==> src/rtl/rr_bus_arbiter.sv <==
// ---------------------------------------------------------------------------
// rr_bus_arbiter
//   Round-robin arbiter granting one shared resource to one of N requesters
//   at a time. The owner keeps the grant until it releases it, withdraws its
//   request, or has held it for MAX_HOLD cycles. Every hand-over is followed
//   by one idle turnaround cycle before the next owner is granted.
//
// Ports
//   C        in   1    clock, all state updates on posedge
//   R        in   1    asynchronous active-high reset
//   req      in   N    request vector, bit i = requester i
//   rel      in   1    release strobe from the current owner (GRANT only)
//   gnt      out  N    registered one-hot grant, all-zero when no owner
//   gnt_id   out  IW   index of current owner, holds last owner when gnt=0
//   busy     out  1    1 while an owner holds the grant (== |gnt)
//   timeout  out  1    1-cycle pulse in the turnaround cycle after a
//                      release forced purely by the hold limit
// ---------------------------------------------------------------------------
module rr_bus_arbiter #(
   parameter  int N        = 4,
   parameter  int MAX_HOLD = 8,
   localparam int IW       = $clog2(N),
   localparam int HW       = $clog2(MAX_HOLD + 1)
) (
   input  logic          C,
   input  logic          R,
   input  logic [N-1:0]  req,
   input  logic          rel,
   output logic [N-1:0]  gnt,
   output logic [IW-1:0] gnt_id,
   output logic          busy,
   output logic          timeout
);

   localparam logic [1:0] S_IDLE  = 2'd0;
   localparam logic [1:0] S_GRANT = 2'd1;
   localparam logic [1:0] S_GAP   = 2'd2;

   logic [1:0]    state;
   logic [IW-1:0] ptr;
   logic [HW-1:0] cnt;

   logic [IW-1:0] scan_idx [N];
   logic          found;
   logic [IW-1:0] win;
   logic [N-1:0]  win_onehot;

   logic          hit_limit;
   logic          owner_req;
   logic          do_release;
   logic [IW-1:0] next_ptr;

   // Rotating priority scan: candidate k is (ptr + k) mod N, first hit wins.
   always_comb begin
      found      = 1'b0;
      win        = '0;
      win_onehot = '0;
      for (int unsigned k = 0; k < N; k++) begin
         scan_idx[k] = IW'((32'(ptr) + k) % N);
         if (!found && req[scan_idx[k]]) begin
            found = 1'b1;
            win   = scan_idx[k];
         end
      end
      win_onehot[win] = found;
   end

   always_comb begin
      hit_limit  = (cnt == HW'(MAX_HOLD - 1));
      owner_req  = req[gnt_id];
      do_release = rel || !owner_req || hit_limit;
      next_ptr   = (gnt_id == IW'(N - 1)) ? '0 : gnt_id + 1'b1;
   end

   always_ff @(posedge C or posedge R) begin
      if (R) begin
         state   <= S_IDLE;
         gnt     <= '0;
         gnt_id  <= '0;
         busy    <= 1'b0;
         timeout <= 1'b0;
         ptr     <= '0;
         cnt     <= '0;
      end else begin
         case (state)
            S_IDLE, S_GAP: begin
               timeout <= 1'b0;
               if (found) begin
                  state  <= S_GRANT;
                  gnt    <= win_onehot;
                  gnt_id <= win;
                  busy   <= 1'b1;
                  cnt    <= '0;
               end else begin
                  state  <= S_IDLE;
                  gnt    <= '0;
                  busy   <= 1'b0;
               end
            end
            S_GRANT: begin
               if (do_release) begin
                  state   <= S_GAP;
                  gnt     <= '0;
                  busy    <= 1'b0;
                  ptr     <= next_ptr;
                  // Timeout flags only a purely limit-forced release.
                  timeout <= hit_limit && !rel && owner_req;
               end else begin
                  cnt     <= cnt + 1'b1;
               end
            end
            default: begin
               state   <= S_IDLE;
               gnt     <= '0;
               busy    <= 1'b0;
               timeout <= 1'b0;
            end
         endcase
      end
   end

endmodule

==> config.mk <==
export PLATFORM = sky130hd
export DESIGN_NAME = rr_bus_arbiter
export DESIGN_NICKNAME = d
export VERILOG_FILES = /design/src/rtl/rr_bus_arbiter.sv
export SDC_FILE = /design/constraint.sdc
export NUM_CORES = 1
export LEC_CHECK = 0
export BUFFER_PORTS_ARGS = -buffer_cell sky130_fd_sc_hd__buf_2
export CAP_MARGIN = 20
export CORE_MARGIN = 4
export CORE_UTILIZATION = 56
export CTS_CLUSTER_DIAMETER = 200
export DETAILED_ROUTE_END_ITERATION = 8
export HOLD_SLACK_MARGIN = 0.06
export PLACE_DENSITY = 0.8
export SLEW_MARGIN = 10
export SYNTH_ARGS = -nofsm -noshare
export SYNTH_HDL_FRONTEND = slang
export SYNTH_SLANG_ARGS = --single-unit
==> constraint.sdc <==
create_clock -name C -period 2.9 [get_ports C]
set_input_delay 0.58 -clock C [delete_from_list [all_inputs] [get_ports C]]
set_output_delay 0.58 -clock C [all_outputs]
set_load 0.01 [all_outputs]
# ---- Word-level counts from Yosys, hierarchy flattened
# Index checks and enable logic that the tools add are counted.
dict set report totals {
  regBits 16
  word_cells 81
  ramBits 0
  in_bits 7
  memories 0
  rom_bits 0
  latchBits 0
}
dict set report op_classes {
  mul 0
  shifts 0
  n_mux 35
  n_lt_le_gt_ge 7
  div 0
  n_bitwise 1
  n_reduce_logical 19
  eq_ne 7
  addsub 5
}
# cell n
set ops {}
lappend ops {{2-bit by 3-bit less-than comparator with 1-bit output, second input constant} 6}
lappend ops {{4-bit two-way mux} 4}
lappend ops {{4-bit case mux with 2 select lines} 2}
lappend ops {{1-bit two-way mux} 15}
lappend ops {{2-bit two-way mux} 6}
lappend ops {{1-bit binary-select mux with 2-bit select} 5}
lappend ops {{1-bit logical AND} 6}
lappend ops {{2-bit inequality test, second input constant} 3}
lappend ops {{1-bit logical NOT} 5}
lappend ops {{2-bit by 1-bit adder with 2-bit output, second input constant} 2}
lappend ops {{2-bit adder, second input constant} 2}
lappend ops {{4-bit by 1-bit adder with 4-bit output, second input constant} 1}
lappend ops {{4-bit AND} 1}
lappend ops {{2-bit == test, second input constant} 2}
lappend ops {{4-bit by 3-bit == test with 1-bit output, second input constant} 1}
lappend ops {{2-bit case mux with 2 select lines} 1}
lappend ops {{2-bit AND reduction} 2}
lappend ops {{3-bit AND reduction} 1}
lappend ops {{1-bit demux with 2-bit select} 1}
lappend ops {{2-bit by 1-bit == test with 1-bit output, second input constant} 1}
lappend ops {{2-bit by 1-bit greater-or-equal comparator with 1-bit output, second input constant} 1}
lappend ops {{2-bit logical NOT} 1}
lappend ops {{1-bit logical OR} 2}
lappend ops {{1-bit case mux with 2 select lines} 1}
lappend ops {{other kinds (2)} 2}

# ---- Depth between registers and ports, before layout
# Gate-level depths: netlist of the first run.
dict set report logic_depth {
  depth_word 19
  ltp_mapped 5
  depth_no_buf 5
}

# ---- Least setup slack after synthesis of the first run
# OpenSTA, ideal clock, no wires.
dict set report synth_timing {
  kind {input -> register}
  startpoint {in rel}
  endpoint {reg cnt[3]}
  required_ns 2.822
  cell_stages 4
  arrival_ns 1.840
  setup_slack_ns 0.982
  setup_ns 0.078
  cell_sequence {or4b_1 > o32a_2 > or4_1 > a21oi_1}
}
dict set report synth_between {
  elab_chain_len 4
}
# item line
set synth_lines {}
lappend synth_lines {{start, declared} 28} ;# input logic rel,
lappend synth_lines {{1-bit logical OR (2 in a row)} 71} ;# do_release = rel || !owner_req || hit_limit;
lappend synth_lines {{2-bit inequality test (no line)} n/a}
lappend synth_lines {{3-bit AND reduction (no line)} n/a}
lappend synth_lines {{end signal, assigned} 109} ;# cnt <= cnt + 1'b1;
lappend synth_lines {{end, declared} 41} ;# logic [HW-1:0] cnt;
# Every way passes these cells.
# A chain may end at the register's enable or synchronous reset.

# ---- Worst setup path after layout of the first run
dict set report layout_timing {
  startpoint {reg gnt_id[0]}
  endpoint {reg cnt[3]}
}
dict set report layout_between {
  elab_chain_len 7
}
# item line
set layout_lines {}
lappend layout_lines {{start, declared} 30} ;# output logic [IW-1:0] gnt_id,
lappend layout_lines {{start signal, assigned} 91} ;# gnt_id <= win;
lappend layout_lines {{1-bit binary-select mux with 2-bit select} 70} ;# owner_req = req[gnt_id];
lappend layout_lines {{1-bit two-way mux (implied by the code)} 70}
lappend layout_lines {{1-bit logical NOT} 71}
lappend layout_lines {{1-bit logical OR (2 in a row)} 71}
lappend layout_lines {{2-bit inequality test (no line)} n/a}
lappend layout_lines {{3-bit AND reduction (no line)} n/a}
# Every way passes these cells. The select of a mux whose other input is x is not followed.

==> flow_metrics.py, run 1 <==
metrics = {
    "critical_path": {
        "r2r_end": "cnt[3]",
        "reg2reg_slack_ns": 0.97,
        "required_ns": 3.11,
        "crit_path_end_kind": "flop",
        "cp_max_fo": 7,
        "r2r-start": "gnt_id[0]",
        "cp.arrival_ns": 2.14,
        "crit_path_start_kind": "flop",
        "path_class": "reg -> reg",
        "reg2reg_depth": 4,
    },
    "power": {
        "powerDensity_nw_per_um2": 914,
        "peakVddDrop_uv": 543,
        "leakagePower_nw": 0.443,
    },
    "logic_synthesis": {
        "synth_flop_cell": "dfrtp_1",
        "synth.top_cell.area_share": 0.490,
        "yosysTopAreaCell": "dfrtp_1",
        "synth_common_cells": "dfrtp_1, nand2_1, nor2_1",
        "ys_seq_area_frac": 0.490,
        "yosys_warnings": 0,
        "syn-num-nets": 86,
        "synth_cells": 77,
        "synth_area_leaders": "dfrtp_1, a32o_1, mux2i_1, ha_1, o21ai_0",
        "synth_edf_count": 0,
        "synthMostInstantiatedCell": "dfrtp_1",
        "synth_area_per_cell_um2": 10.6,
        "async_flop_share": 1.00,
        "ys_seq_elements": 16,
        "syn-cell-area_um2": 817,
        "synth_cell_types": 30,
    },
    "worst_hold_path": {
        "hp-class": "in -> async",
    },
    "floorplan": {
        "fp.dieH_um": 46.2,
        "io_pins": 15,
        "die-area_um2": 2130,
        "core-area_um2": 1330,
        "start_util": 0.613,
        "rows": 13,
        "die_w_um": 46.2,
    },
    "sta": {
        "setup_viol": 0,
        "rsz0062_at_grt": "false",
        "setup_tns_ns": 0,
        "layout_min_cycle_time_ns": 1.93,
        "drv_slew": 0,
        "period_share": 0.666,
        "tightest_slew_ns": 0.602,
        "fin_skew_ns": 0.00915,
        "slew-limit-headroom": 0.598,
        "final_hold_viol_count": 0,
        "fmax_ghz": 0.517,
    },
    "route": {
        "drtIter0Drc": 26,
        "detail-route-antenna-nets": 0,
        "drc": 0,
        "drt-vias-per-instance": 5.91,
        "wl_per_cell_um": 14.5,
        "num_vias": 644,
        "firstDrtPassIters": 4,
        "totalWireLength_um": 1590,
    },
    "grt": {
        "grt_overflow": 0,
        "grt_pass1_vias": 616,
        "grt_pass1_wl_um": 2620,
        "antenna_found_initial": 0,
        "grt_max_degree": 17,
        "grt.total_usage": 0.180,
    },
    "clock_network": {
        "htreeDepth": 1,
        "clockBufferDepth": 2,
        "cts-root-buf": "clkbuf_4",
        "cts.repair.resized": 0,
        "cts_setup_buffers": 0,
        "cts_tree": "done",
        "numCtsBuffers": 3,
        "clk_pin_slew_ns": 0.10,
        "clk_latency_ns": 0.29,
        "hold_buffers": 0,
        "clock_sinks": 16,
    },
    "finish": {
        "syn2layout_area_growth_pct": 14.9,
        "fin_area_um2": 938,
        "drive_above_1_share": 0.277,
        "nets": 104,
        "stdcell_count": 109,
        "fillers": 102,
        "diodes": 0,
    },
    "place": {
        "hpwl_um": 1130,
        "dp.cells": 105,
        "portBuffers": 14,
        "gp_congestion": 0.733,
        "dpl_cell_area_um2": 902,
    },
    "run_status": {
        "status": "complete, no violations",
    },
    "job": {
        "drv_cap": 0,
    },
}
## metal layers
metal  routed length, um  part of all wire  track usage  up-vias
li1                    -                 -            -      330
met1                 794              0.50        0.240      299
met2                 705              0.44        0.253       13
met3                  66             0.042       0.0820        2
met4                  19             0.012       0.0739        0
met5                   0                 0            0        -
## metrics by stage
step / total power [W] / hold WS (ns) / setup WS, ns / util
after global routing: 0.000932 / 0.365 / 0.848 / 0.704
after floorplan: 0.000612 / 0.478 / 0.982 / -
after global placement: 0.000704 / 0.460 / 0.857 / 0.676
after detailed placement: 0.000711 / 0.464 / 0.802 / 0.676
after CTS: 0.000867 / 0.350 / 0.968 / 0.704
final: 0.000858 / 0.338 / 0.967 / 0.704
## critical path, stage by stage, from the launching register on
cell     delay [ns]
dfrtp_1        0.46
or4b_1         0.53
o32a_2         0.23
or4_1          0.47
a21oi_1        0.17
## logic make-up after synthesis
group,Yosys count,synth area share
flops,16,0.490
simple gates,27,0.181
buf+inv,3,0.0138
fa+ha+maj,2,0.0306
compound gates,23,0.208
mux,6,0.0766
## placed cells by master (no fill, tap or decap), types with 3 or more instances in the layout
cell type,n
mux2i_1,4
or2_2,3
buf_2,14
nor2_1,6
dfrtp_1,16
clkbuf_4,3
nand2_1,6
o21ai_0,5
a21oi_1,4
a32o_1,4
## worst max-delay path by stage
stage,startpoint,cells past startpoint,end,slack (ns)
after floorplan,rel,4,cnt[3],0.98
after global placement,rel,5,cnt[3],0.86
after detailed placement,rel,5,cnt[3],0.80
after CTS,gnt_id[0],4,cnt[3],0.97
after global routing,gnt_id[0],4,cnt[1],0.85
final,gnt_id[0],4,cnt[3],0.97
## layout make-up
class	instances	area, um^2	share of cell area
clock buffers	4	36.3	0.0387
flip-flops and latches	16	400	0.427
repair buffers	14	70.1	0.0747
well taps	15	18.8	0.0200
inverters	2	7.51	0.00800
multi-input cells	58	405	0.432
## power by group
part	total, W	switching [W]	internal [W]
clock network	0.000147	0.0000707	0.0000765
logic	0.000335	0.000173	0.000162
registers	0.000375	0.0000751	0.000300
total	0.000858	0.000319	0.000538
## registers in the layout, indices dropped and copies added (netlist names)
register	cells
cnt	4
gnt	4
gnt_id	2
ptr	2
state	2
busy	1
timeout	1
(Power assumes the default switching activity.)
==> inputs of run 2 (changes only) <==
- CORE_UTILIZATION: 56 -> 52
- PLACE_DENSITY: 0.8 -> 0.75
- clock period: 2.9 -> 1.9 ns (I/O delays scaled with it)
==> run 2 against run 1 <==
  * Highest routed layer unchanged
  * Critical path depth is the same
  * Register-to-register slack worse by 0.93 ns
  * Via count increased by 5.0%
  * Cell count increased by 4.6%
  * Total power grew 63%
  * Largest cell class unchanged
==> flow_metrics.py, run 2 (synthesized netlist as in run 1, its figures left out) <==
metrics = {
    "clock_network": {
        "cts-root-buf": "clkbuf_4",
        "clk_pin_slew_ns": 0.10,
        "cts_tree": "done",
        "clock_sinks": 16,
        "numCtsBuffers": 3,
        "clockBufferDepth": 2,
        "htreeDepth": 1,
        "clk_latency_ns": 0.29,
    },
    "grt": {
        "grt_max_degree": 17,
        "grt_overflow": 0,
        "grt_pass1_vias": 659,
        "grt_pass1_wl_um": 2840,
        "antenna_found_initial": 0,
        "grt.total_usage": 0.180,
    },
    "finish": {
        "layout_common_cells": "dfrtp_1, buf_2, nor2_1, nand2_1, o21ai_0",
        "fin_area_um2": 992,
        "diodes": 0,
        "fin_util": 0.666,
        "multi_input_area_um2": 428,
        "syn2layout_area_growth_pct": 21.4,
        "layout_commonest_cell": "dfrtp_1",
        "drive_above_1_share": 0.337,
        "fillers": 119,
        "reg_top3": "cnt x4, gnt x4",
        "seqCellArea_um2": 400,
        "nets": 108,
    },
    "critical_path": {
        "cp.arrival_ns": 2.08,
        "cp_max_fo": 5,
        "crit_path_start_kind": "flop",
        "required_ns": 2.12,
        "path_class": "reg -> reg",
        "crit_path_end_kind": "flop",
    },
    "sta": {
        "fmax_ghz": 0.538,
        "hold_slack_ns": 0.144,
        "drv_slew": 0,
        "layout_min_cycle_time_ns": 1.86,
        "tightest_slew_ns": 0.602,
        "slew-limit-headroom": 0.598,
        "final_hold_viol_count": 0,
        "setup_viol": 0,
        "rsz0062_at_grt": "false",
        "setup_ws_ns": 0.0412,
        "fin_skew_ns": 0.00228,
        "period_share": 0.978,
    },
    "power": {
        "leakagePower_nw": 0.470,
        "power.total_w": 0.00140,
        "powerDensity_nw_per_um2": 1410,
        "peakVddDrop_uv": 824,
    },
    "run_status": {
        "status": "complete, no violations",
    },
    "place": {
        "post-place-ws_ns": -0.0392,
        "dpl_cell_area_um2": 926,
        "hpwl_um": 1320,
        "portBuffers": 14,
        "gp_congestion": 0.770,
    },
    "floorplan": {
        "rows": 14,
        "fp.dieH_um": 47.6,
        "die_w_um": 47.6,
        "core-area_um2": 1490,
        "start_util": 0.549,
        "die-area_um2": 2270,
        "io_pins": 15,
    },
    "route": {
        "wl_per_cell_um": 15.4,
        "drtIter0Drc": 11,
        "drc": 0,
        "num_vias": 676,
        "totalWireLength_um": 1760,
        "detail-route-antenna-nets": 0,
        "drt-vias-per-instance": 5.93,
        "firstDrtPassIters": 4,
    },
    "job": {
        "drv_cap": 0,
    },
    "worst_hold_path": {
        "hp-class": "in -> async",
    },
}
run 2: metal layers:
metal | global-route usage | share of wire | vias to the layer above | routed length [um]
li1 | - | - | 332 | -
met1 | 0.222 | 0.46 | 333 | 808
met4 | 0.0806 | 0.0068 | 0 | 12
met2 | 0.307 | 0.50 | 9 | 875
met3 | 0.0301 | 0.034 | 2 | 60
met5 | 0 | 0 | - | 0
run 2: metrics by stage:
stage | TNS, ns | cells
2_1_floorplan | 0 | 77
3_3_place_gp | 0 | 109
3_5_place_dp | -0.0392 | 109
4_1_cts | 0 | 114
5_1_grt | 0 | 114
6_report | 0 | 114
run 2: worst max-delay path, cell delays in order, from the launching register on:
cell,delay [ns]
dfrtp_1,0.40
or4b_4,0.53
o32a_4,0.23
or4_4,0.48
a21oi_2,0.14
run 2: path summary, 6_finish.rpt:
kind | startpoint | endpoint | slack (ns) | cells past startpoint
max reg2reg | gnt_id[0] | cnt[3] | 0.04 | 4
max in group asynchronous | R | state[1] | 1.37 | 2
max | gnt_id[0] | cnt[3] | 0.04 | 4
min reg2reg | busy | busy | 0.50 | 1
min in group C | busy | busy | 0.50 | 1
min | R | ptr[0] | 0.14 | 2
run 2: final cells by class:
| type | count | area share |
|---|---|---|
| Clock buffer | 4 | 0.0366 |
| Inverter | 2 | 0.00757 |
| Multi-Input combinational cell | 58 | 0.431 |
| Sequential cell | 16 | 0.404 |
| Tap cell | 16 | 0.0202 |
| Timing Repair Buffer | 18 | 0.101 |
run 2: timing repair:
action	4_1_cts	5_1_grt
hold buffers	0	0
buffers inserted	1	0
pin swaps	0	1
hold endpoints to repair	0	0
gates resized for setup	1	3
endpoints found under the setup margin	1	1
run 2: report_power, final:
group / total [W] / internal (W) / switching [W]
Sequential: 0.000564 / 0.000458 / 0.000107
Combinational: 0.000605 / 0.000299 / 0.000306
Clock: 0.000227 / 0.000117 / 0.000111
Total: 0.00140 / 0.000873 / 0.000523
==> inputs of run 3 (changes only) <==
- CORE_UTILIZATION: 52 -> 40
- GPL_ROUTABILITY_DRIVEN: unset -> 0
- PLACE_DENSITY: 0.75 -> 0.63
==> run 3 against run 2 <==
  * Utilization decreased by 17 points
  * Global-route usage is 3.2 points lower
  * Non-clock buffer count shrank 1
  * Via count is 1.3% higher
  * Clock power decreased by 23%
  * Hold slack better by 0.0040 ns
  * Cell count rose by 7.9%
  * Count of clock-buffer cells in the layout shrank 1
  * Sequential share of layout area is 1.3 points higher
  * Critical path depth unchanged
  * Setup slack gained 0.061 ns
  * Critical path type unchanged
  * Largest power group unchanged
==> flow_metrics.py, run 3 (synthesized netlist as in run 1, its figures left out) <==
metrics = {
    "clock_network": {
        "clock_sinks": 16,
        "clockBufferDepth": 2,
        "hold_buffers": 0,
        "clk_latency_ns": 0.28,
        "cts_tree": "done",
        "cts_setup_buffers": 0,
        "numCtsBuffers": 3,
        "cts.repair.resized": 0,
        "htreeDepth": 1,
        "clk_pin_slew_ns": 0.09,
        "cts-root-buf": "clkbuf_4",
    },
    "route": {
        "drt-vias-per-instance": 5.57,
        "detail-route-antenna-nets": 0,
        "drc": 0,
        "firstDrtPassIters": 4,
        "totalWireLength_um": 1650,
        "drtIter0Drc": 7,
        "wl_per_cell_um": 13.4,
        "num_vias": 685,
    },
    "sta": {
        "rsz0062_at_grt": "false",
        "fmax_ghz": 0.556,
        "drv_slew": 0,
        "slew-limit-headroom": 0.604,
        "period_share": 0.946,
        "tightest_slew_ns": 0.593,
        "setup_tns_ns": 0,
        "setup_viol": 0,
        "final_hold_viol_count": 0,
        "layout_min_cycle_time_ns": 1.80,
        "fin_skew_ns": 0.00181,
    },
    "place": {
        "dp.cells": 120,
        "hpwl_um": 1310,
        "portBuffers": 14,
    },
    "finish": {
        "syn2layout_area_growth_pct": 17.8,
        "drive_above_1_share": 0.292,
        "reg_top3": "cnt x4, gnt x4",
        "diodes": 0,
        "stdcell_count": 123,
        "fin_util": 0.495,
        "layout_common_cells": "dfrtp_1, buf_2, nor2_1, nand2_1, o21ai_0",
        "nets": 107,
        "layout_commonest_cell": "dfrtp_1",
        "fillers": 196,
    },
    "floorplan": {
        "die-area_um2": 2830,
        "fp.dieH_um": 53.2,
        "rows": 16,
        "io_pins": 15,
        "core-area_um2": 1940,
        "die_w_um": 53.2,
        "start_util": 0.421,
    },
    "critical_path": {
        "required_ns": 2.11,
        "cp_max_fo": 4,
        "slowest_stage": "or4b_1",
        "max_stage_delay_ns": 0.51,
        "cp.arrival_ns": 2.01,
        "crit_path_end_kind": "flop",
        "r2r-start": "gnt_id[0]",
        "reg2reg_depth": 4,
        "crit_path_start_kind": "flop",
        "crit_chain": "or4b_1 > o32a_2 > or4_1 > a21oi_1",
        "reg2reg_slack_ns": 0.10,
        "path_class": "reg -> reg",
        "r2r_end": "cnt[3]",
    },
    "run_status": {
        "status": "complete, no violations",
    },
    "grt": {
        "grt_pass1_wl_um": 3000,
        "grt_overflow": 0,
        "grt_pass1_vias": 650,
        "grt.total_usage": 0.148,
        "antenna_found_initial": 0,
        "grt_max_degree": 17,
    },
    "worst_hold_path": {
        "hp-class": "in -> async",
    },
    "power": {
        "leakagePower_nw": 0.451,
        "powerDensity_nw_per_um2": 1350,
        "power.total_w": 0.00130,
        "peakVddDrop_uv": 749,
    },
    "job": {
        "drv_cap": 0,
    },
}
run 3: cell types whose count changed in the layout (fill, tap and decap cells not counted), sizes merged:
cell / delta
buf: -1
clkbuf: -1
run 3: how the worst max path moves through the flow:
stage	startpoint	endpoint	cells past startpoint
finish	gnt_id[0]	cnt[3]	4
global route	gnt_id[0]	cnt[3]	4
detailed placement	rel	cnt[3]	5
global placement	rel	cnt[3]	5
floorplan	gnt_id[0]	cnt[3]	4
CTS	gnt_id[0]	cnt[3]	4
run 3: routing by layer:
| layer | GRT usage | wire [um] |
|---|---|---|
| met2 | 0.221 | 728 |
| met1 | 0.209 | 826 |
| met5 | 0 | 0 |
| met3 | 0.0254 | 74 |
| met4 | 0.0638 | 19 |
run 3: critical path: cells and delay by family, from the launching register on:
kind               cells  cell delay [ns]
AOI/OAI and AO/OA      2             0.36
and+or+nand+nor        2             0.98
DFF                    1             0.39
run 3: layout make-up:
cell class	count	area (um^2)	area share
clock buffers	3	22.5	0.0234
inverters	2	7.51	0.00780
flip-flops and latches	16	400	0.416
multi-input cells	58	405	0.421
well taps	27	33.8	0.0351
repair buffers	17	92.6	0.0962
run 3: through the flow:
stage / setup WS (ns) / instance area [um^2] / hold slack [ns]
2_1_floorplan: 0.0615 / 817 / 0.294
3_3_place_gp: 0.0747 / 940 / 0.459
3_5_place_dp: 0.0451 / 940 / 0.461
4_1_cts: 0.0963 / 962 / 0.169
5_1_grt: 0.00712 / 962 / 0.198
6_report: 0.102 / 962 / 0.148
run 3: power breakdown:
| part | leakage (nW) | internal (W) | total, W | switching [W] |
|---|---|---|---|---|
| sequential | 0.207 | 0.000458 | 0.000561 | 0.000103 |
| clock | 0.0138 | 0.0000735 | 0.000175 | 0.000102 |
| combinational | 0.230 | 0.000275 | 0.000563 | 0.000288 |
| total | 0.451 | 0.000806 | 0.00130 | 0.000493 |
